## config.mk

```make
export PLATFORM = sky130hd
export DESIGN_NAME = pipelined_adder_flat
export DESIGN_NICKNAME = d
export VERILOG_FILES = /design/src/rtl/pipelined_adder_pkg.sv /design/src/rtl/pipelined_adder_if.sv /design/src/rtl/pipelined_adder_stage.sv /design/src/rtl/pipelined_adder.sv /design/src/flat_wrapper.sv
export SDC_FILE = /design/constraint.sdc
export NUM_CORES = 1
export LEC_CHECK = 0
export CORE_MARGIN = 5
export CORE_UTILIZATION = 48
export DETAILED_ROUTE_END_ITERATION = 7
export PLACE_DENSITY = 0.79
export SLEW_MARGIN = 10
export SYNTH_ARGS = -nofsm -noshare
export SYNTH_HDL_FRONTEND = slang
export SYNTH_SLANG_ARGS = --single-unit
```

## constraint.sdc

```tcl
create_clock -name i_clk -period 2.8 [get_ports i_clk]
set_input_delay 0.42 -clock i_clk [delete_from_list [all_inputs] [get_ports i_clk]]
set_output_delay 0.42 -clock i_clk [all_outputs]
set_load 0.05 [all_outputs]
```

## src/rtl/pipelined_adder_pkg.sv

```systemverilog
// Shared definitions for pipelined_adder: op select, chunk width, saturation limits.
package pipelined_adder_pkg;

    typedef enum logic {
        ADD_OP = 1'b0,
        SUB_OP = 1'b1
    } op_e;

    function automatic int unsigned chunk_width(int unsigned width, int unsigned stages);
        return width / stages;
    endfunction

    // Limits are built 64 bits wide; callers truncate to WIDTH (WIDTH <= 64).
    function automatic logic [63:0] sat_max(int unsigned width);
        return (64'd1 << (width - 1)) - 64'd1;
    endfunction

    function automatic logic [63:0] sat_min(int unsigned width);
        return 64'd1 << (width - 1);
    endfunction

endpackage

```

## src/rtl/pipelined_adder_if.sv

```systemverilog
// Operand/result handshake bundle for pipelined_adder.
interface pipelined_adder_if #(
    parameter int unsigned WIDTH = 8
);
    logic             i_valid;
    logic             o_ready;
    logic [WIDTH-1:0] i_a;
    logic [WIDTH-1:0] i_b;
    logic             i_c;
    logic             i_sub;
    logic             o_valid;
    logic             i_ready;
    logic [WIDTH-1:0] o_sum;
    logic             o_carry;
    logic             o_overflow;

    modport master (
        output i_valid, i_a, i_b, i_c, i_sub, i_ready,
        input  o_ready, o_valid, o_sum, o_carry, o_overflow
    );

    modport slave (
        input  i_valid, i_a, i_b, i_c, i_sub, i_ready,
        output o_ready, o_valid, o_sum, o_carry, o_overflow
    );
endinterface

```

## src/rtl/pipelined_adder_stage.sv

```systemverilog
// full_adder cell and adder_stage: one CHUNK-bit registered add slice with
// valid/ready and pass-through operand/partial-sum payload.
module full_adder (
    input  logic a,
    input  logic b,
    input  logic ci,
    output logic s,
    output logic co
);
    assign s  = a ^ b ^ ci;
    assign co = (a & b) | (ci & (a ^ b));
endmodule

module adder_stage #(
    parameter int unsigned WIDTH = 8,
    parameter int unsigned CHUNK = 4,
    parameter int unsigned IDX   = 0
) (
    input  logic             clk,
    input  logic             rst,
    input  logic             in_valid,
    output logic             in_ready,
    input  logic [WIDTH-1:0] in_a,
    input  logic [WIDTH-1:0] in_b,
    input  logic [WIDTH-1:0] in_sum,
    input  logic             in_carry,
    output logic             out_valid,
    input  logic             out_ready,
    output logic [WIDTH-1:0] out_a,
    output logic [WIDTH-1:0] out_b,
    output logic [WIDTH-1:0] out_sum,
    output logic             out_carry
);
    localparam int unsigned LSB = IDX * CHUNK;

    logic [CHUNK:0]   chain;
    logic [CHUNK-1:0] chunk_sum;
    logic [WIDTH-1:0] sum_next;

    assign chain[0] = in_carry;

    for (genvar i = 0; i < CHUNK; i++) begin : g_fa
        full_adder u_fa (
            .a  (in_a[LSB + i]),
            .b  (in_b[LSB + i]),
            .ci (chain[i]),
            .s  (chunk_sum[i]),
            .co (chain[i + 1])
        );
    end

    always_comb begin
        sum_next = in_sum;
        sum_next[LSB +: CHUNK] = chunk_sum;
    end

    assign in_ready = !out_valid || out_ready;

    // Payload only updates on a real beat so the result holds after draining.
    always_ff @(posedge clk) begin
        if (rst) begin
            out_valid <= 1'b0;
            out_a     <= '0;
            out_b     <= '0;
            out_sum   <= '0;
            out_carry <= 1'b0;
        end else if (in_ready) begin
            out_valid <= in_valid;
            if (in_valid) begin
                out_a     <= in_a;
                out_b     <= in_b;
                out_sum   <= sum_next;
                out_carry <= chain[CHUNK];
            end
        end
    end
endmodule

```

## src/rtl/pipelined_adder.sv

```systemverilog
// STAGES-deep carry-registered WIDTH-bit add/subtract with valid/ready backpressure.
// Optional clamp on signed overflow: define PIPELINED_ADDER_SATURATE_EN.
module pipelined_adder
    import pipelined_adder_pkg::*;
#(
    parameter int unsigned WIDTH  = 8,
    parameter int unsigned STAGES = 2
) (
    input logic              i_clk,
    input logic              i_rst,
    pipelined_adder_if.slave bus
);
    localparam int unsigned CHUNK = chunk_width(WIDTH, STAGES);
    localparam int unsigned MSB   = WIDTH - 1;

    logic             valid_p [0:STAGES];
    logic             ready_p [0:STAGES];
    logic [WIDTH-1:0] a_p     [0:STAGES];
    logic [WIDTH-1:0] b_p     [0:STAGES];
    logic [WIDTH-1:0] sum_p   [0:STAGES];
    logic             carry_p [0:STAGES];

    logic             sub;
    logic [WIDTH-1:0] result;
    logic             overflow;
    logic             unused_low;

    // B is inverted and the carry-in chosen once, at entry.
    assign sub          = (op_e'(bus.i_sub) == SUB_OP);
    assign valid_p[0]   = bus.i_valid;
    assign a_p[0]       = bus.i_a;
    assign b_p[0]       = sub ? ~bus.i_b : bus.i_b;
    assign carry_p[0]   = sub ? 1'b1 : bus.i_c;
    assign sum_p[0]     = '0;
    assign bus.o_ready  = ready_p[0];
    assign ready_p[STAGES] = bus.i_ready;

    for (genvar k = 0; k < STAGES; k++) begin : g_stage
        adder_stage #(
            .WIDTH (WIDTH),
            .CHUNK (CHUNK),
            .IDX   (k)
        ) u_stage (
            .clk       (i_clk),
            .rst       (i_rst),
            .in_valid  (valid_p[k]),
            .in_ready  (ready_p[k]),
            .in_a      (a_p[k]),
            .in_b      (b_p[k]),
            .in_sum    (sum_p[k]),
            .in_carry  (carry_p[k]),
            .out_valid (valid_p[k + 1]),
            .out_ready (ready_p[k + 1]),
            .out_a     (a_p[k + 1]),
            .out_b     (b_p[k + 1]),
            .out_sum   (sum_p[k + 1]),
            .out_carry (carry_p[k + 1])
        );
    end

    assign result   = sum_p[STAGES];
    assign overflow = (a_p[STAGES][MSB] == b_p[STAGES][MSB]) &&
                      (result[MSB] != a_p[STAGES][MSB]);
    assign unused_low = ^{a_p[STAGES], b_p[STAGES]};

    assign bus.o_valid    = valid_p[STAGES];
    assign bus.o_carry    = carry_p[STAGES];
    assign bus.o_overflow = overflow;

`ifdef PIPELINED_ADDER_SATURATE_EN
    localparam logic [WIDTH-1:0] SAT_MAX = WIDTH'(sat_max(WIDTH));
    localparam logic [WIDTH-1:0] SAT_MIN = WIDTH'(sat_min(WIDTH));

    // Operand sign picks the clamp direction: positive operands overflow high.
    assign bus.o_sum = !overflow ? result : (a_p[STAGES][MSB] ? SAT_MIN : SAT_MAX);
`else
    assign bus.o_sum = result;
`endif
endmodule

```

## src/flat_wrapper.sv

```systemverilog
// flat-port wrapper written by rule: the top's interface ports become plain ports
module pipelined_adder_flat import pipelined_adder_pkg::*;
#(
    parameter int unsigned WIDTH  = 8,
    parameter int unsigned STAGES = 2
)
  (i_clk, i_rst, bus_i_valid, bus_i_a, bus_i_b, bus_i_c, bus_i_sub, bus_i_ready, bus_o_ready, bus_o_valid, bus_o_sum, bus_o_carry, bus_o_overflow);
  pipelined_adder_if #(.WIDTH(WIDTH)) bus_i ();
  input logic i_clk;
  input logic i_rst;
  input wire logic [$bits(bus_i.i_valid)-1:0] bus_i_valid;
  input wire logic [$bits(bus_i.i_a)-1:0] bus_i_a;
  input wire logic [$bits(bus_i.i_b)-1:0] bus_i_b;
  input wire logic [$bits(bus_i.i_c)-1:0] bus_i_c;
  input wire logic [$bits(bus_i.i_sub)-1:0] bus_i_sub;
  input wire logic [$bits(bus_i.i_ready)-1:0] bus_i_ready;
  output wire logic [$bits(bus_i.o_ready)-1:0] bus_o_ready;
  output wire logic [$bits(bus_i.o_valid)-1:0] bus_o_valid;
  output wire logic [$bits(bus_i.o_sum)-1:0] bus_o_sum;
  output wire logic [$bits(bus_i.o_carry)-1:0] bus_o_carry;
  output wire logic [$bits(bus_i.o_overflow)-1:0] bus_o_overflow;
  assign bus_i.i_valid = bus_i_valid;
  assign bus_i.i_a = bus_i_a;
  assign bus_i.i_b = bus_i_b;
  assign bus_i.i_c = bus_i_c;
  assign bus_i.i_sub = bus_i_sub;
  assign bus_i.i_ready = bus_i_ready;
  assign bus_o_ready = bus_i.o_ready;
  assign bus_o_valid = bus_i.o_valid;
  assign bus_o_sum = bus_i.o_sum;
  assign bus_o_carry = bus_i.o_carry;
  assign bus_o_overflow = bus_i.o_overflow;
  pipelined_adder #(.WIDTH(WIDTH), .STAGES(STAGES)) u_core (.i_clk(i_clk), .i_rst(i_rst), .bus(bus_i));
endmodule
```

Yosys cells after proc, flatten, opt, wreduce, memory -nomap -nowiden
Cells that the tools add are included.
{ "word_totals": {"input_bits": 22, "regBits": 48} }
{ "classes": {"bitwise_logic": 41, "n_reduce_logical": 7, "n_mux": 2, "n_eq_ne": 2} }
{ "ops": {"columns": ["cell", "count"], "rows": [
  ["1-bit AND", 16],
  ["1-bit bitwise XOR", 16],
  ["8-bit two-way mux", 1],
  ["8-bit NOT", 1],
  ["1-bit OR", 8],
  ["2-bit AND reduction", 2],
  ["1-bit logical NOT", 2],
  ["1-bit logical OR", 2],
  ["1-bit equality test", 1],
  ["1-bit logical AND", 1],
  ["1-bit two-way mux", 1],
  ["1-bit inequality test", 1]
]} }

Longest topological paths before layout
Gate-level depths: netlist of run 1.
{ "depth": {"ltp_word": 11, "mapped_depth": 9} }

Modules after synthesis
From an unflattened synthesis of run 1, not the netlist that was laid out.
{ "unflattened": {"hier_cells": 260, "area_unflattened_um2": 2720.1} }
{ "modules_own_cells": {"columns": ["module", "area_each_um2", "cells_per_inst", "instances", "seq_area_each_um2"], "rows": [
  ["adder_stage", 1226.2, 119, 2, 520.5],
  ["full_adder", 20.0, 1, 8, 0.0],
  ["pipelined_adder", 107.6, 14, 1, 0.0]
]} }

Worst setup path before layout of run 1
Ideal clock, no wire load.
{ "synth_path": {"path_kind": "input -> register", "from": "input bus_i_sub", "to": "register u_core.g_stage[0].u_stage.out_sum[3]", "path_slack_ns": 0.202, "arrival_ns": 2.479, "stages": 9, "setup_time_ns": 0.119, "cell_sequence": "buf_2 > xnor2_1 > fa_1 > fa_1 > fa_1 > inv_1 > fa_1 > nand2b_1 > mux2i_1"} }
{ "synth_between": {"elab_chain_cells": 9, "elab_cells_between_ends": 16, "classes_between": "mux (2); bitwise (14)"} }
{ "synth_rtl": {"columns": ["element", "line", "rtl"], "rows": [
  ["from (decl)", "flat_wrapper.sv:15", "input wire logic [$bits(bus_i.i_sub)-1:0] bus_i_sub;"],
  ["8-bit two-way mux", "pipelined_adder.sv:32", "assign b_p[0] = sub ? ~bus.i_b : bus.i_b;"],
  ["1-bit bitwise XOR", "pipelined_adder_stage.sv:11", "assign co = (a & b) | (ci & (a ^ b));"],
  ["1-bit AND", "pipelined_adder_stage.sv:11", null],
  ["1-bit OR", "pipelined_adder_stage.sv:11", null],
  ["1-bit AND", "pipelined_adder_stage.sv:11", null],
  ["1-bit OR", "pipelined_adder_stage.sv:11", null],
  ["1-bit AND", "pipelined_adder_stage.sv:11", null],
  ["1-bit OR", "pipelined_adder_stage.sv:11", null],
  ["1-bit bitwise XOR *", "pipelined_adder_stage.sv:10", "assign s = a ^ b ^ ci;"],
  ["net u_core.g_stage[0].u_stage.g_fa[3].u_fa.s", "pipelined_adder_stage.sv:7", "output logic s,"],
  ["to (signal assigned)", "pipelined_adder_stage.sv:72", "out_sum <= sum_next;"],
  ["to (decl)", "pipelined_adder_stage.sv:31", "output logic [WIDTH-1:0] out_sum,"]
]} }
Mark *: on every way through the listed nets, which the timed path passes. The rest lies on a longest branch.
A chain may end at the register's enable or synchronous reset.

Worst setup path after layout of run 1
Ends and elaborated chain as after synthesis.

==> flow_summary.html, run 1 <==
<table>
<tr><th>Metric</th><th>Value</th></tr>
<tr><th colspan="2">Outcome</th></tr>
<tr><td>Outcome</td><td>complete, no violations</td></tr>
<tr><th colspan="2">Critical path</th></tr>
<tr><td>Worst-path fanout max</td><td>3</td></tr>
<tr><td>Critical path arrival</td><td>2820 ps</td></tr>
<tr><td>Required time reported for the critical path endpoint</td><td>3010 ps</td></tr>
<tr><td>Crit path kind</td><td>input port to register</td></tr>
<tr><td>Type of destination of the critical path</td><td>register</td></tr>
<tr><td>Startpoint Class</td><td>input port</td></tr>
<tr><td>Register-to-Register Path Depth</td><td>8</td></tr>
<tr><th colspan="2">Clocking</th></tr>
<tr><td>Number of clock sinks</td><td>26</td></tr>
<tr><td>Clock input transition at the sequential cells of the worst setup and hold paths</td><td>140 ps</td></tr>
<tr><td>Maximum clock path buffer count</td><td>2</td></tr>
<tr><td>Inserted Clock Buffers</td><td>3</td></tr>
<tr><td>TritonCTS clock tree</td><td>done</td></tr>
<tr><td>H-tree levels</td><td>1</td></tr>
<tr><td>Clock root cell</td><td>clkbuf_4</td></tr>
<tr><td>Clock latency on the worst-skew pair</td><td>320 ps</td></tr>
<tr><td>Cts repair resizes</td><td>0</td></tr>
<tr><td>Total setup buffers inserted after CTS</td><td>0</td></tr>
<tr><td>Number of hold buffers added after cts</td><td>0</td></tr>
<tr><th colspan="2">Routing</th></tr>
<tr><td>Count of routing violations after the opening detailed-route iteration</td><td>25</td></tr>
<tr><td>Remaining antenna violation count</td><td>0</td></tr>
<tr><td>Routed vias</td><td>1080</td></tr>
<tr><td>Drt via density</td><td>5.51</td></tr>
<tr><td>Drt first pass iters</td><td>4</td></tr>
<tr><td>Mean routed wirelength per cell</td><td>14.5 um</td></tr>
<tr><td>Post-Route WL</td><td>2830 um</td></tr>
<tr><td>Number of design rule violations left after detail routing</td><td>0</td></tr>
<tr><th colspan="2">Placed design</th></tr>
<tr><td>Post-Place Worst Slack</td><td>-170 ps</td></tr>
<tr><td>I/O Buffers</td><td>33</td></tr>
<tr><td>Area of placed instances</td><td>1670 um^2</td></tr>
<tr><td>Weighted congestion reported at the end of routability-driven placement</td><td>0.758</td></tr>
<tr><td>Detail Placement HPWL</td><td>2250 um</td></tr>
<tr><th colspan="2">Synth</th></tr>
<tr><td>Seq cells post-synth</td><td>26</td></tr>
<tr><td>Async set-or-reset flop fraction in the synthesized netlist</td><td>0%</td></tr>
<tr><td>Mean instance size in the synthesized netlist</td><td>9.86 um^2</td></tr>
<tr><td>Biggest area contributors in the synthesized netlist</td><td>dfxtp_1 39%, fa_1 12%, a21oi_1 7.5%</td></tr>
<tr><td>Ys Warns</td><td>0</td></tr>
<tr><td>Post-synth top cells</td><td>26 x dfxtp_1, 20 x a21oi_1, 13 x inv_1</td></tr>
<tr><td>Area fraction of the dominant cell type after synthesis</td><td>39.1%</td></tr>
<tr><td>Net count after synthesis</td><td>165</td></tr>
<tr><td>Mapped cell area</td><td>1330 um^2</td></tr>
<tr><td>Fraction of the yosys area taken by sequential cells</td><td>39.1%</td></tr>
<tr><td>Synth unique cells</td><td>25</td></tr>
<tr><td>Cell with the most instances after synthesis</td><td>dfxtp_1</td></tr>
<tr><td>Ys flop type</td><td>dfxtp_1</td></tr>
<tr><td>Syn Inst Count</td><td>135</td></tr>
<tr><td>Library cell with the largest summed area after synthesis</td><td>dfxtp_1</td></tr>
<tr><td>Count of flip-flops with a built-in enable after synthesis</td><td>0</td></tr>
<tr><th colspan="2">Job</th></tr>
<tr><td>Max-cap violations</td><td>0</td></tr>
<tr><th colspan="2">Cells and area</th></tr>
<tr><td>Fraction of final layout cells sized beyond drive strength 1</td><td>10.3%</td></tr>
<tr><td>Area used by sequential logic in the layout</td><td>520 um^2</td></tr>
<tr><td>Count of nets after finishing</td><td>197</td></tr>
<tr><td>Area growth from synthesis to layout</td><td>27.3%</td></tr>
<tr><td>Design area</td><td>1700 um^2</td></tr>
<tr><td>Number of diodes added for antenna fixing</td><td>0</td></tr>
<tr><td>Final-layout fill cell count</td><td>241</td></tr>
<tr><td>Area used by multi-input combinational logic</td><td>704 um^2</td></tr>
<tr><th colspan="2">STA</th></tr>
<tr><td>Tightest slew margin relative to the limit</td><td>39.3%</td></tr>
<tr><td>Worst-case setup margin in the final layout</td><td>186 ps</td></tr>
<tr><td>Count of final max-slew check failures</td><td>0</td></tr>
<tr><td>Portion of the clock cycle consumed by the worst path in the final layout</td><td>93.4%</td></tr>
<tr><td>Clock tree skew after final layout</td><td>11.9 ps</td></tr>
<tr><td>Maximum achievable frequency</td><td>383 MHz</td></tr>
<tr><td>Setup total negative slack</td><td>0 ps</td></tr>
<tr><td>Final setup violation count</td><td>0</td></tr>
<tr><td>Unrepaired setup endpoints after global routing</td><td>false</td></tr>
<tr><td>Final period demand of the worst path</td><td>2610 ps</td></tr>
<tr><td>Final Hold Fails</td><td>0</td></tr>
<tr><td>Worst slew pin tran</td><td>908 ps</td></tr>
<tr><th colspan="2">Pwr</th></tr>
<tr><td>Maximum ir drop on the vdd rail</td><td>0.325 mV</td></tr>
<tr><td>Static power due to leakage</td><td>0.618 nW</td></tr>
<tr><td>Pwr dens</td><td>454 nW/um^2</td></tr>
<tr><td>Overall power of the completed layout</td><td>0.771 mW</td></tr>
<tr><th colspan="2">Floorplan</th></tr>
<tr><td>DIE AREA</td><td>3930 um^2</td></tr>
<tr><td>Area of the core region</td><td>2710 um^2</td></tr>
<tr><td>Number of I/O pins</td><td>34</td></tr>
<tr><td>Width of the chip</td><td>62.7 um</td></tr>
<tr><td>Height of the chip</td><td>62.7 um</td></tr>
<tr><td>Starting density of the core</td><td>49.1%</td></tr>
<tr><td>Site Rows</td><td>19</td></tr>
<tr><th colspan="2">Global routing</th></tr>
<tr><td>Wire length of the first global-routing pass</td><td>5080 um</td></tr>
<tr><td>Total gr overflow</td><td>0</td></tr>
<tr><td>Via count of the first global-routing pass</td><td>1114</td></tr>
<tr><td>Overall track demand over capacity in global routing</td><td>15.7%</td></tr>
<tr><td>Number of antenna violations at the first check in global routing</td><td>0</td></tr>
<tr><td>Maximum number of pins on one net before global-route repair</td><td>26</td></tr>
<tr><th colspan="2">Min path</th></tr>
<tr><td>Worst hold path class</td><td>register to register</td></tr>
<tr><td>Number of cells on the worst hold path</td><td>2</td></tr>
</table>
[flip-flops by register name, indices dropped and copies added, names as in the netlist]
name / count
u_core.g_stage.u_stage.out_sum: 12
u_core.g_stage.u_stage.out_a: 5
u_core.g_stage.u_stage.out_b: 5
u_core.g_stage.u_stage.out_carry: 2
u_core.g_stage.u_stage.out_valid: 2
[where the power goes]
group          switching (mW)  leakage [nW]  internal, mW
Combinational           0.111         0.391        0.0925
Sequential             0.0161         0.214         0.397
Clock                   0.104        0.0138        0.0504
[cell families (layout without fill, tap and decap cells)]
family	Yosys count	in the layout	share of synthesized area (%)
fa+ha+maj	8	8	12.0
flops	26	26	39.1
compound gates	43	43	22.4
xor+xnor	8	8	5.26
mux	3	3	2.26
simple gates	24	24	11.0
buf+inv	23	53	7.99
[final timing paths]
kind	endpoint	startpoint	slack (ps)
setup reg to reg	u_core.g_stage[1].u_stage.out_sum[7]	u_core.g_stage[0].u_stage.out_carry	530
setup / recovery	u_core.g_stage[0].u_stage.out_sum[3]	bus_i_sub	190
hold reg to reg	u_core.g_stage[1].u_stage.out_a[7]	u_core.g_stage[0].u_stage.out_a[7]	490
hold / removal	u_core.g_stage[1].u_stage.out_a[7]	u_core.g_stage[0].u_stage.out_a[7]	490
[area by class of cell]
cell class | instances | share of cell area (%)
sequential | 26 | 30.7
inverter | 13 | 2.88
multi-input combinational | 86 | 41.5
timing repair buffer | 37 | 21.3
clock buffer | 3 | 1.33
tap | 31 | 2.29
[layer usage]
metal,up-vias,global-route usage [%],share of wire [%]
met3,7,3.60,4.9
met5,-,0,0
met4,0,5.04,1.7
met1,513,19.8,43
li1,526,-,-
met2,34,26.4,50
[metrics by stage]
step | utilization (%) | instances | hold slack, ps
final | 62.6 | 196 | 485
after global routing | 62.6 | 196 | 514
after CTS | 62.6 | 196 | 485
after detailed placement | 61.7 | 193 | 467
after global placement | 61.7 | 193 | 464
after floorplan | - | 135 | 444
[worst max-delay path, cell delays in order]
cell             delay, ps
clkdlybuf4s50_1        520
xnor2_1                110
fa_1                   410
fa_1                   380
fa_1                   360
inv_1                   70
fa_1                   400
nand2b_1                80
mux2i_1                 70
[layout by cell type, fill, tap and decap left out, types with 4 or more instances in the layout]
master	n
dfxtp_1	26
xnor2_1	7
nand3_1	8
inv_1	13
a211oi_2	4
o21ai_0	9
fa_1	8
buf_4	4
nand2b_1	7
a21oi_1	20
clkdlybuf4s50_1	33
Power figures use the tool's default switching activity.
==> run 2, diff against run 1 <==
CTS_CLUSTER_SIZE = 25   (was unset)
==> results of run 2 <==
The final DEF is identical to that of run 1; final timing and power are the same.
